$ cat src/rtl/i2c_slave_regs.sv
// rtl/i2c_slave_regs.sv - I2C target exposing four 8-bit registers
//
// Ports:
//   clk          system clock, at least 16x the SCL rate
//   rst_n        synchronous active-low reset
//   scl_i        bus SCL, asynchronous to clk
//   sda_i        bus SDA (wired-AND result), asynchronous to clk
//   sda_o        open-drain drive: 0 pulls SDA low, 1 releases it
//   regs_o       register file {reg3, reg2, reg1, reg0}
//   wr_strobe_o  one-clk pulse per byte written
//   wr_idx_o     register index belonging to wr_strobe_o
//   busy_o       high from address match until STOP or NACK

module i2c_slave_regs #(
  parameter logic [6:0] SLAVE_ADDR = 7'h42
) (
  input  logic        clk,
  input  logic        rst_n,
  input  logic        scl_i,
  input  logic        sda_i,
  output logic        sda_o,
  output logic [31:0] regs_o,
  output logic        wr_strobe_o,
  output logic [1:0]  wr_idx_o,
  output logic        busy_o
);

  typedef enum logic [2:0] {
    S_IDLE,
    S_ADDR,
    S_ADDR_ACK,
    S_WR_BYTE,
    S_WR_ACK,
    S_RD_BYTE,
    S_RD_ACK,
    S_WAIT_STOP
  } state_t;

  // Two-flop synchronizers plus one history flop each for edge detection.
  logic r_scl_s1, r_scl_s2, r_scl_d;
  logic r_sda_s1, r_sda_s2, r_sda_d;

  state_t      r_state;
  logic [2:0]  r_bitcnt;
  logic [7:0]  r_shift;
  logic [1:0]  r_ptr;
  logic        r_rw;
  // In the ACK states: set once the first falling edge (or master ACK) was seen.
  logic        r_ack_flag;
  logic        r_sda_o;
  logic [31:0] r_regs;
  logic        r_wr_strobe;
  logic [1:0]  r_wr_idx;
  logic        r_busy;

  logic       w_scl_rise;
  logic       w_scl_fall;
  logic       w_start;
  logic       w_stop;
  logic [7:0] w_byte_in;
  logic [7:0] w_cur_byte;

  always_ff @(posedge clk) begin
    if (!rst_n) begin
      r_scl_s1 <= 1'b1;
      r_scl_s2 <= 1'b1;
      r_scl_d  <= 1'b1;
      r_sda_s1 <= 1'b1;
      r_sda_s2 <= 1'b1;
      r_sda_d  <= 1'b1;
    end else begin
      r_scl_s1 <= scl_i;
      r_scl_s2 <= r_scl_s1;
      r_scl_d  <= r_scl_s2;
      r_sda_s1 <= sda_i;
      r_sda_s2 <= r_sda_s1;
      r_sda_d  <= r_sda_s2;
    end
  end

  assign w_scl_rise = r_scl_s2 & ~r_scl_d;
  assign w_scl_fall = ~r_scl_s2 & r_scl_d;
  // SCL must be high on both samples so an SDA change racing an SCL edge
  // is never mistaken for a bus condition.
  assign w_start    = r_scl_s2 & r_scl_d & r_sda_d & ~r_sda_s2;
  assign w_stop     = r_scl_s2 & r_scl_d & ~r_sda_d & r_sda_s2;
  assign w_byte_in  = {r_shift[6:0], r_sda_s2};
  assign w_cur_byte = r_regs[{r_ptr, 3'b000} +: 8];

  always_ff @(posedge clk) begin
    if (!rst_n) begin
      r_state     <= S_IDLE;
      r_bitcnt    <= 3'd0;
      r_shift     <= 8'h00;
      r_ptr       <= 2'd0;
      r_rw        <= 1'b0;
      r_ack_flag  <= 1'b0;
      r_sda_o     <= 1'b1;
      r_regs      <= 32'h0;
      r_wr_strobe <= 1'b0;
      r_wr_idx    <= 2'd0;
      r_busy      <= 1'b0;
    end else begin
      r_wr_strobe <= 1'b0;
      if (w_start) begin
        r_state    <= S_ADDR;
        r_bitcnt   <= 3'd0;
        r_ptr      <= 2'd0;
        r_sda_o    <= 1'b1;
        r_ack_flag <= 1'b0;
      end else if (w_stop) begin
        r_state    <= S_IDLE;
        r_sda_o    <= 1'b1;
        r_busy     <= 1'b0;
        r_ack_flag <= 1'b0;
      end else begin
        case (r_state)
          S_ADDR: begin
            if (w_scl_rise) begin
              r_shift  <= w_byte_in;
              r_bitcnt <= r_bitcnt + 3'd1;
              if (r_bitcnt == 3'd7) begin
                // r_shift[6:0] holds address bits 7..1, SDA now is R/W.
                if (r_shift[6:0] == SLAVE_ADDR) begin
                  r_state    <= S_ADDR_ACK;
                  r_rw       <= r_sda_s2;
                  r_busy     <= 1'b1;
                  r_ack_flag <= 1'b0;
                end else begin
                  r_state <= S_WAIT_STOP;
                  r_busy  <= 1'b0;
                end
              end
            end
          end
          S_ADDR_ACK: begin
            if (w_scl_fall) begin
              if (!r_ack_flag) begin
                r_sda_o    <= 1'b0;
                r_ack_flag <= 1'b1;
              end else begin
                r_ack_flag <= 1'b0;
                r_bitcnt   <= 3'd0;
                if (r_rw) begin
                  r_shift <= w_cur_byte;
                  r_sda_o <= w_cur_byte[7];
                  r_state <= S_RD_BYTE;
                end else begin
                  r_sda_o <= 1'b1;
                  r_state <= S_WR_BYTE;
                end
              end
            end
          end
          S_WR_BYTE: begin
            if (w_scl_rise) begin
              r_shift  <= w_byte_in;
              r_bitcnt <= r_bitcnt + 3'd1;
              if (r_bitcnt == 3'd7) begin
                r_regs[{r_ptr, 3'b000} +: 8] <= w_byte_in;
                r_wr_strobe <= 1'b1;
                r_wr_idx    <= r_ptr;
                r_ptr       <= r_ptr + 2'd1;
                r_ack_flag  <= 1'b0;
                r_state     <= S_WR_ACK;
              end
            end
          end
          S_WR_ACK: begin
            if (w_scl_fall) begin
              if (!r_ack_flag) begin
                r_sda_o    <= 1'b0;
                r_ack_flag <= 1'b1;
              end else begin
                r_sda_o    <= 1'b1;
                r_ack_flag <= 1'b0;
                r_bitcnt   <= 3'd0;
                r_state    <= S_WR_BYTE;
              end
            end
          end
          S_RD_BYTE: begin
            // Bit 7 is already on the bus; seven falls shift out bits 6..0,
            // the eighth releases SDA for the master's ACK.
            if (w_scl_fall) begin
              if (r_bitcnt == 3'd7) begin
                r_sda_o    <= 1'b1;
                r_bitcnt   <= 3'd0;
                r_ack_flag <= 1'b0;
                r_state    <= S_RD_ACK;
              end else begin
                r_sda_o  <= r_shift[6];
                r_shift  <= {r_shift[6:0], 1'b0};
                r_bitcnt <= r_bitcnt + 3'd1;
              end
            end
          end
          S_RD_ACK: begin
            if (w_scl_rise) begin
              if (!r_sda_s2) begin
                r_ptr      <= r_ptr + 2'd1;
                r_ack_flag <= 1'b1;
              end else begin
                r_sda_o <= 1'b1;
                r_busy  <= 1'b0;
                r_state <= S_WAIT_STOP;
              end
            end else if (w_scl_fall && r_ack_flag) begin
              // Pointer was advanced on the ACK rise, so this is the next byte.
              r_ack_flag <= 1'b0;
              r_shift    <= w_cur_byte;
              r_sda_o    <= w_cur_byte[7];
              r_bitcnt   <= 3'd0;
              r_state    <= S_RD_BYTE;
            end
          end
          default: begin
            r_sda_o <= 1'b1;
          end
        endcase
      end
    end
  end

  assign sda_o       = r_sda_o;
  assign regs_o      = r_regs;
  assign wr_strobe_o = r_wr_strobe;
  assign wr_idx_o    = r_wr_idx;
  assign busy_o      = r_busy;

endmodule
$ cat config.mk
export PLATFORM = sky130hd
export DESIGN_NAME = i2c_slave_regs
export DESIGN_NICKNAME = d
export VERILOG_FILES = /design/src/rtl/i2c_slave_regs.sv
export SDC_FILE = /design/constraint.sdc
export NUM_CORES = 1
export LEC_CHECK = 0
export ABC_AREA = 1
export CELL_PAD_IN_SITES_DETAIL_PLACEMENT = 0
export CELL_PAD_IN_SITES_GLOBAL_PLACEMENT = 1
export CORE_ASPECT_RATIO = 1.4
export CORE_MARGIN = 10
export CORE_UTILIZATION = 39
export DETAILED_ROUTE_END_ITERATION = 6
export PLACE_DENSITY = 0.86
export SLEW_MARGIN = 15
export SYNTH_ARGS = -nofsm -noshare
export SYNTH_HDL_FRONTEND = slang
export SYNTH_SLANG_ARGS = --single-unit
$ cat constraint.sdc
create_clock -name clk -period 2.7 [get_ports clk]
set_input_delay 0.675 -clock clk [delete_from_list [all_inputs] [get_ports clk]]
set_output_delay 0.675 -clock clk [all_outputs]
set_load 0.005 [all_outputs]
* Word level (Yosys, flattened, before mapping)
Cells that the tools add are included. W data, S select, Z words.
Word-level totals: flip-flop bits (word level) 60, latch bits 0, memory bits (writable) 0, bits in read-only memories 0, input bits 4, output and inout port bits 37, logic and storage cells 183, memories 0
Cells by class: add/subtract/negate cells 3, multiply operators 0, div/mod/pow operators 0, order comparisons 0, equality and inequality tests 47, shift operators 3, muxes and demuxes 72, bitwise gates (word level) 17, reductions and logical operators 23
Operators with widths (number):
- $mux W3 | 22
- $mux W7 | 8
- $ne A4 B4 Y1 const B | 10
- $ne A2 B2 Y1 const B | 17
- $bwmux W32 | 1
- $shift A8 B7 Y32 const A | 1
- $shiftx A32 B6 Y8 | 1
- $shiftx A8 B7 Y32 | 1
- $mux W1 | 30
- $pmux W7 S4 | 1
- $reduce_and A13 Y1 | 2
- $reduce_and A6 Y1 | 4
- $ne A3 B3 Y1 const B | 7
- $pmux W3 S6 | 1
- $eq A3 B3 Y1 const B | 4
- $pmux W3 S4 | 1
- $reduce_and A11 Y1 | 1
- $ne A5 B5 Y1 const B | 2
- $not A1 Y1 | 10
- $pmux W1 S5 | 2
- $reduce_and A9 Y1 | 1
- $mux W2 | 4
- $reduce_and A8 Y1 | 1
- $reduce_bool A4 Y1 | 2
- 20 further kinds | 31

* Longest topological paths before layout
Gate-level depths: netlist of run 1.
depth in word-level cells 8, gate-level depth with buffers 12, mapped depth without buffers 11

* Least setup slack after synthesis of run 1
OpenSTA, ideal clock, no wires.
path type register to register, from register r_ptr[0], to register r_regs[29], in the netlist regs_o[29], arrival time 2096 ps, required time 2630 ps, path slack 533 ps, cell stages (with the launch flop) 9, buffers on the path 2, clock period less this slack 2167 ps, path through dfxtp_1 inv_1 clkbuf_1 clkbuf_1 ha_1 inv_1 nand2_1 or3_1 a21oi_1
On the way: longest elaborated chain between the ends 3, elaborated cells on any way between the ends 4, classes of those cells add/sub (1); shift (2); mux (1)
Ends and longest elaborated chain:
- start: declaration | line 46 | logic [1:0] r_ptr;
- start signal: assignment | line 163 | r_ptr <= r_ptr + 2'd1;
- start signal: assignment | line 201 | r_ptr <= r_ptr + 2'd1;
- $neg A5 Y7 * | line 160 | r_regs[{r_ptr, 3'b000} +: 8] <= w_byte_in;
- $shiftx A8 B7 Y32 / $shift A8 B7 Y32 (equally long branches) | line 160
- $bwmux W32 * | line 160
- end signal: indexed assignment | line 160
- end: declaration | line 51 | logic [31:0] r_regs;
Mark *: on every way between the ends. The rest lies on a longest branch, timed or not. A chain may end at the register's enable or synchronous reset.

* Worst setup path in the final report of run 1
from register r_bitcnt[0], to register r_regs[15], in the netlist regs_o[15]
On the way: longest elaborated chain between the ends 2
Ends and longest elaborated chain:
- start: declaration | line 44 | logic [2:0] r_bitcnt;
- start signal: assignment | line 121 | r_bitcnt <= r_bitcnt + 3'd1;
- start signal: assignment | line 158 | r_bitcnt <= r_bitcnt + 3'd1;
- start signal: assignment | line 194 | r_bitcnt <= r_bitcnt + 3'd1;
- $eq A3 B3 Y1 | line 159 | if (r_bitcnt == 3'd7) begin
- $reduce_and A5 Y1 (no source line)
Every way passes these cells.

==> reports/metrics.csv, run 1 <==
stage,metric,value,unit
placed_design,pre-CTS WS,571,ps
grt,total grt overflow,0,
finish,Layout Nets,526,
grt,initial antenna violation count,0,
grt,M2 GR Usage,0.312,
timing,Slew Limit Fails,0,
cts,CTS Sinks,60,
timing,Max Freq,463,MHz
timing,unrepaired setup endpoints after global routing,no,
run,Max-cap violations,0,
yosys,post-synth top area share,0.380,
placed_design,gpl congestion,0.952,
cts,Root Buffer,clkbuf_8,
cts,CTS resizes,0,
critical_path,peak per-stage delay on the critical path,370,ps
timing,setup ws final,539,ps
timing,Tmin final,2160,ps
critical_path,"Cell Chain, Critical Path","ha_1, ha_1, inv_1, nor2_1, nand2_1, clkinv_2, nand2_1, inv_1, o21ai_0, o211a_1",
power,pwr/cell area,739,nW/um^2
floorplanning,Rows,38,
critical_path,Worst EP required,2990,ps
cts,Max Root-Sink Buffers,2,
critical_path,Buf/Inv on CP,3,
power,Clk network pwr share,0.315,
cts,worst skew pair latency,340,ps
cts,setup bufs post-CTS,0,
critical_path,Setup crit end kind,flop,
power,Max VDD drop,0.378,mV
timing,final hold viol count,0,
grt,Total GRT Usage,0.177,
placed_design,HPWL after DPL,8090,um
yosys,"Warnings, synthesis",0,
finish,Ant. Diodes,0,
power,combinational share of power,0.296,
detailed_routing,routed vias/inst,5.31,
yosys,cell taking the most area after synthesis,dfxtp_1,
power,sequential group share of total power,0.389,
yosys,Post-Syn Area,3160,sq um
critical_path,worst reg2reg startpoint,r_bitcnt[0],
floorplanning,Core Region,7850,sq um
yosys,register area share after synthesis,0.380,
detailed_routing,WL/cell,17.0,um
critical_path,CP Launch Point,r_bitcnt[0],
finish,post-route insts no fill,620,
critical_path,CP top delay family,simple AND/OR/NAND/NOR gates,
yosys,"Distinct cells, synth",31,
yosys,syn nets,488,
floorplanning,width of the die,96.1,um
grt,largest net degree at the start of global routing,34,
placed_design,IO Port Bufs,40,
yosys,top post-synthesis cells by area,"dfxtp_1 (38%), nand2_1 (12%), o21ai_0 (9.0%), a21oi_1 (8.9%), nor2_1 (7.2%)",
timing,Layout Skew,6.94,ps
detailed_routing,DRT Pass-1 Iters,6,
grt,met3 usage,0.0478,
power,switching pwr,1070,uW
timing,Worst Max-Slew Pin Slew,551,ps
floorplanning,Die ar.,12200,sq um
critical_path,crit path launch type,flop,
critical_path,cell count along the critical path,10,
detailed_routing,1st-iter DRT viols,203,
detailed_routing,vias post-DR,3295,
status,status,finished clean,
finish,most frequent cells in the layout,"nand2_1 (100), nor2_1 (61), dfxtp_1 (60)",
finish,layout cell share with drive strength beyond 1,0.0769,
critical_path,CP max-delay cell,nand2_1,
timing,setup tns final,0,ps
critical_path,crit path capture,regs_o[15],
critical_path,CP Class,reg2reg,
grt,vias in the first global route,3303,
floorplanning,I/O pins,41,
yosys,Mapped Cells,477,
cts,CTS buffer count,9,
floorplanning,starting density of the core,0.403,
cts,Clock Pin Slew Worst Setup and Hold Paths,70,ps
placed_design,cell count after placement,604,
power,"Power, Total",2850,uW
cts,number of H-tree levels,3,
floorplanning,Die Span Y,127,um
power,Cell Int Power,1780,uW
yosys,"Avg Cell Area, Syn",6.63,sq um
power,switching share of total power,0.375,
placed_design,placed inst area,3640,sq um
cts,CTS tree,done,
timing,period utilization,0.800,
grt,GRT busiest layer,met2,
cts,post-cts hold buffer count,0,
detailed_routing,# DRC,0,
timing,Setup-failing EPs final,0,
worst_hold_path,worst hold path type,reg2reg,
timing,Slew Limit Headroom,0.631,
critical_path,worst path arrival time,2450,ps
grt,first-pass GRT wire length,16700,um
finish,area grow syn2layout,22.0,%
detailed_routing,total wire length,10500,um
critical_path,FF-to-FF End,regs_o[15],
grt,M1 GR Usage,0.179,
finish,"commonest non-fill, non-tap cell in the layout",nand2_1,
critical_path,critical-path maximum fanout,19,
critical_path,reg2reg setup slack,540,ps
finish,fillers,848,
power,Lkg Pwr,0.00159,uW
critical_path,reg2reg path depth,10,
finish,"Design Area, Final",3850,sq um
yosys,number of synthesized register bits,60,
detailed_routing,Detail Route Antenna Nets,0,
[power groups by stage]
stage	sequential, uW	clock (uW)	combinational (uW)
floorplan	1050	0	671
global route	1110	956	965
finish	1110	897	844
CTS	1100	918	840
detailed placement	1120	0	836
global placement	1120	0	831
[state kept, by name (all words and copies together), names as in the netlist]
| name | cells |
|---|---|
| busy_o | 1 |
| r_ack_flag | 1 |
| r_bitcnt | 3 |
| r_ptr | 2 |
| r_rw | 1 |
| r_scl_d | 1 |
| r_scl_s1 | 1 |
| r_scl_s2 | 1 |
| r_sda_d | 1 |
| r_sda_s1 | 1 |
| r_sda_s2 | 1 |
| r_shift | 7 |
| r_state | 3 |
| regs_o | 32 |
| sda_o | 1 |
| wr_idx_o | 2 |
| wr_strobe_o | 1 |
[worst min-delay path by stage]
stage | start | to | slack (ps) | cells past startpoint
2_1_floorplan | r_scl_s1 | r_scl_s2 | 390 | 1
3_3_place_gp | r_scl_s1 | r_scl_s2 | 390 | 1
5_1_grt | r_sda_s1 | r_sda_s2 | 430 | 1
4_1_cts | r_sda_s1 | r_sda_s2 | 420 | 1
6_report | r_sda_s1 | r_sda_s2 | 410 | 1
3_5_place_dp | r_scl_s1 | r_scl_s2 | 400 | 1
[through the flow]
stage	utilization	hold slack, ps
finish	0.491	409
global route	0.491	431
CTS	0.491	415
detailed placement	0.464	401
global placement	0.464	394
floorplan	-	393
[worst register-to-register path, cell delays in order (launching register included)]
cell and delay [ps]:
dfxtp_1 320, ha_1 200, ha_1 210, inv_1 120, nor2_1 80, nand2_1 130
clkinv_2 240, nand2_1 380, inv_1 140, o21ai_0 120, o211a_1 180
[logic make-up (layout without fill, tap and decap cells)]
family,after synthesis,after routing,synth area share
AND/OR/NAND/NOR,223,223,0.307
buffers and inverters,65,108,0.0855
adder cells (fa/ha/maj),7,7,0.0277
flip-flops,60,60,0.380
AO/OA/AOI/OAI,122,122,0.200
[metal layers]
layer / wire length, um / part of all wire / vias to the layer above
li1: - / - / 1655
met1: 3990 / 0.38 / 1499
met2: 5510 / 0.52 / 107
met3: 533 / 0.051 / 34
met4: 513 / 0.049 / 0
met5: 0 / 0 / -
[synthesized netlist by cell type]
master / number
nor3b_2: 1
nand2_2: 3
buf_2: 2
buf_6: 2
buf_1: 1
or3_1: 3
nand3_1: 27
nor2_1: 61
nand3_2: 1
a31oi_1: 2
o2111ai_1: 1
nor2_2: 1
inv_1: 41
a211oi_1: 3
a21boi_0: 1
o211a_1: 1
o21ai_0: 57
inv_2: 3
nand4_1: 9
a21oi_1: 56
buf_4: 2
clkinv_2: 1
o21ai_1: 1
nor3_1: 9
dfxtp_1: 60
or2_2: 5
clkbuf_1: 13
nand2_1: 100
nor2_4: 1
nor3_2: 2
ha_1: 7
[cell type report]
| type | count | area [sq um] | area share |
|---|---|---|---|
| Inverter | 45 | 170 | 0.0441 |
| Tap cell | 100 | 125 | 0.0325 |
| Timing Repair Buffer | 47 | 453 | 0.117 |
| Multi-Input combinational cell | 352 | 1690 | 0.438 |
| Clock buffer | 11 | 141 | 0.0367 |
| Sequential cell | 60 | 1200 | 0.312 |
| Clock inverter | 5 | 75.1 | 0.0195 |
Power figures use the tool's default switching activity.
==> run 2, diff against run 1 <==
==> constraint.sdc (replaced) <==
create_clock -name clk -period 2.2 [get_ports clk]
set_input_delay 0.55 -clock clk [delete_from_list [all_inputs] [get_ports clk]]
set_output_delay 0.55 -clock clk [all_outputs]
set_load 0.005 [all_outputs]
==> reports/metrics.csv, run 2 (synthesis gave the netlist of run 1 again) <==
stage,metric,value,unit,change
status,status,finished clean,,
floorplanning,Rows,38,,unchanged
detailed_routing,routed vias/inst,5.29,,-0.52%
timing,Tmin final,1980,ps,-180 ps
cts,setup bufs post-CTS,0,,unchanged
placed_design,IO Port Bufs,40,,unchanged
floorplanning,width of the die,96.1,um,unchanged
critical_path,critical-path maximum fanout,19,,unchanged
grt,first-pass GRT wire length,16400,um,-1.9%
finish,Layout Nets,530,,+0.76%
placed_design,pre-CTS WS,159,ps,-412 ps
cts,worst skew pair latency,350,ps,about the same
grt,M2 GR Usage,0.307,,-0.00516
finish,Ant. Diodes,0,,unchanged
cts,Clock Pin Slew Worst Setup and Hold Paths,70,ps,about the same
critical_path,reg2reg setup slack,220,ps,-320 ps
critical_path,worst reg2reg startpoint,r_bitcnt[0],,
power,Lkg Pwr,0.00159,uW,-0.52%
floorplanning,Die Span Y,127,um,unchanged
worst_hold_path,worst hold path type,reg2reg,,
grt,Total GRT Usage,0.175,,-0.00260
timing,Slew Limit Fails,0,,unchanged
cts,CTS Sinks,60,,unchanged
floorplanning,Core Region,7850,sq um,unchanged
power,pwr/cell area,865,nW/um^2,+17%
worst_hold_path,worst hold stages,1,,unchanged
detailed_routing,# DRC,0,,unchanged
critical_path,Setup crit end kind,flop,,
power,Max VDD drop,0.501,mV,+33%
timing,Layout Skew,5.08,ps,-1.86 ps
critical_path,worst path arrival time,2260,ps,-190 ps
run,Max-cap violations,0,,unchanged
detailed_routing,total wire length,10400,um,-1.0%
placed_design,gpl congestion,0.928,,-2.4%
cts,Root Buffer,clkbuf_8,,
cts,CTS buffer count,9,,unchanged
placed_design,placed inst area,3670,sq um,+0.83%
detailed_routing,DRT Pass-1 Iters,5,,-1
detailed_routing,Detail Route Antenna Nets,0,,unchanged
floorplanning,Die ar.,12200,sq um,unchanged
finish,area grow syn2layout,22.2,%,
critical_path,reg2reg path depth,9,,-1
detailed_routing,1st-iter DRT viols,165,,-19%
cts,number of H-tree levels,3,,unchanged
timing,Worst Max-Slew Pin Slew,531,ps,-20.6 ps
finish,max reg flops,32,,unchanged
detailed_routing,vias post-DR,3299,,+0.12%
timing,setup ws final,218,ps,-320 ps
finish,"commonest non-fill, non-tap cell in the layout",nand2_1,,
finish,layout cell share with drive strength beyond 1,0.0878,,+0.0109
critical_path,crit path launch type,flop,,
grt,total grt overflow,0,,unchanged
cts,CTS tree,done,,
grt,met3 usage,0.0419,,-0.00590
critical_path,CP Class,reg2reg,,
placed_design,HPWL after DPL,7970,um,-1.5%
grt,M1 GR Usage,0.182,,+0.00280
timing,period utilization,0.901,,+0.100
floorplanning,starting density of the core,0.403,,unchanged
timing,Setup-failing EPs final,0,,unchanged
cts,post-cts hold buffer count,0,,unchanged
cts,Max Root-Sink Buffers,2,,unchanged
timing,Max Freq,505,MHz,+9.1%
critical_path,Worst EP required,2480,ps,-510 ps
critical_path,FF-to-FF End,regs_o[29],,
detailed_routing,WL/cell,16.7,um,-1.7%
timing,final hold viol count,0,,unchanged
grt,GRT busiest layer,met2,,
grt,initial antenna violation count,0,,unchanged
grt,vias in the first global route,3193,,-3.3%
finish,most frequent cells in the layout,"nand2_1 (99), nor2_1 (61), dfxtp_1 (60)",,
critical_path,crit path capture,regs_o[29],,
critical_path,CP Launch Point,r_bitcnt[0],,
timing,Slew Limit Headroom,0.645,,+0.0138
floorplanning,I/O pins,41,,unchanged
finish,"Design Area, Final",3860,sq um,+0.19%
grt,largest net degree at the start of global routing,34,,unchanged
[run 2: changes by cell type in the layout (fill, tap and decap cells not counted)]
cell	change
clkbuf_8	+1
clkinvlp_4	+3
nand2_1	-1
clkbuf_1	-1
buf_4	+4
clkinv_4	+1
inv_6	+1
nand2_2	+1
clkinv_2	-3
bufinv_16	-2
[run 2: area by class of cell]
cell class / instances / area [sq um]
sequential: 60 / 1200
fill: 839 / 3980
tap: 100 / 125
clock inverter: 5 / 36.3
timing repair buffer: 51 / 483
multi-input combinational: 352 / 1690
inverter: 45 / 174
clock buffer: 11 / 151
[run 2: power breakdown]
| part | switching [uW] | internal [uW] |
|---|---|---|
| clock | 464 | 469 |
| sequential | 160 | 1200 |
| combinational | 710 | 340 |
[run 2: worst min path at each step]
| stage | from | endpoint | slack (ps) |
|---|---|---|---|
| floorplan | r_scl_s1 | r_scl_s2 | 390 |
| global placement | r_scl_s1 | r_scl_s2 | 400 |
| detailed placement | r_scl_s1 | r_scl_s2 | 410 |
| CTS | r_scl_s1 | r_scl_s2 | 420 |
| global route | r_scl_s1 | r_scl_s2 | 440 |
| finish | r_scl_s1 | r_scl_s2 | 420 |
[run 2: worst max-delay path, stage by stage, from the launching register on]
cell	delay, ps
dfxtp_1	360
ha_1	160
ha_1	170
inv_1	80
nor2_1	140
nand2_1	160
inv_6	180
nand2_2	170
or3_1	340
a21oi_1	140
[run 2: repair_timing]
action | 4_1_cts | 5_1_grt
gates resized for setup | 0 | 3
endpoints found under the hold margin | 0 | 0
setup endpoints to repair | 0 | 8
[run 2: stage by stage]
stage | utilization | std cells | setup TNS, ps | power, uW | hold WS (ps)
detailed placement | 0.468 | 608 | 0 | 2430 | 407
global placement | 0.468 | 608 | 0 | 2430 | 396
CTS | 0.492 | 624 | 0 | 3350 | 424
floorplan | - | 477 | 0 | 2110 | 393
finish | 0.492 | 624 | 0 | 3340 | 422
global route | 0.492 | 624 | -2.72 | 3560 | 438
[run 2: metal layers]
layer	vias to the layer above	share of wire
li1	1665	-
met1	1524	0.38
met2	86	0.53
met3	24	0.043
met4	0	0.043
met5	-	0
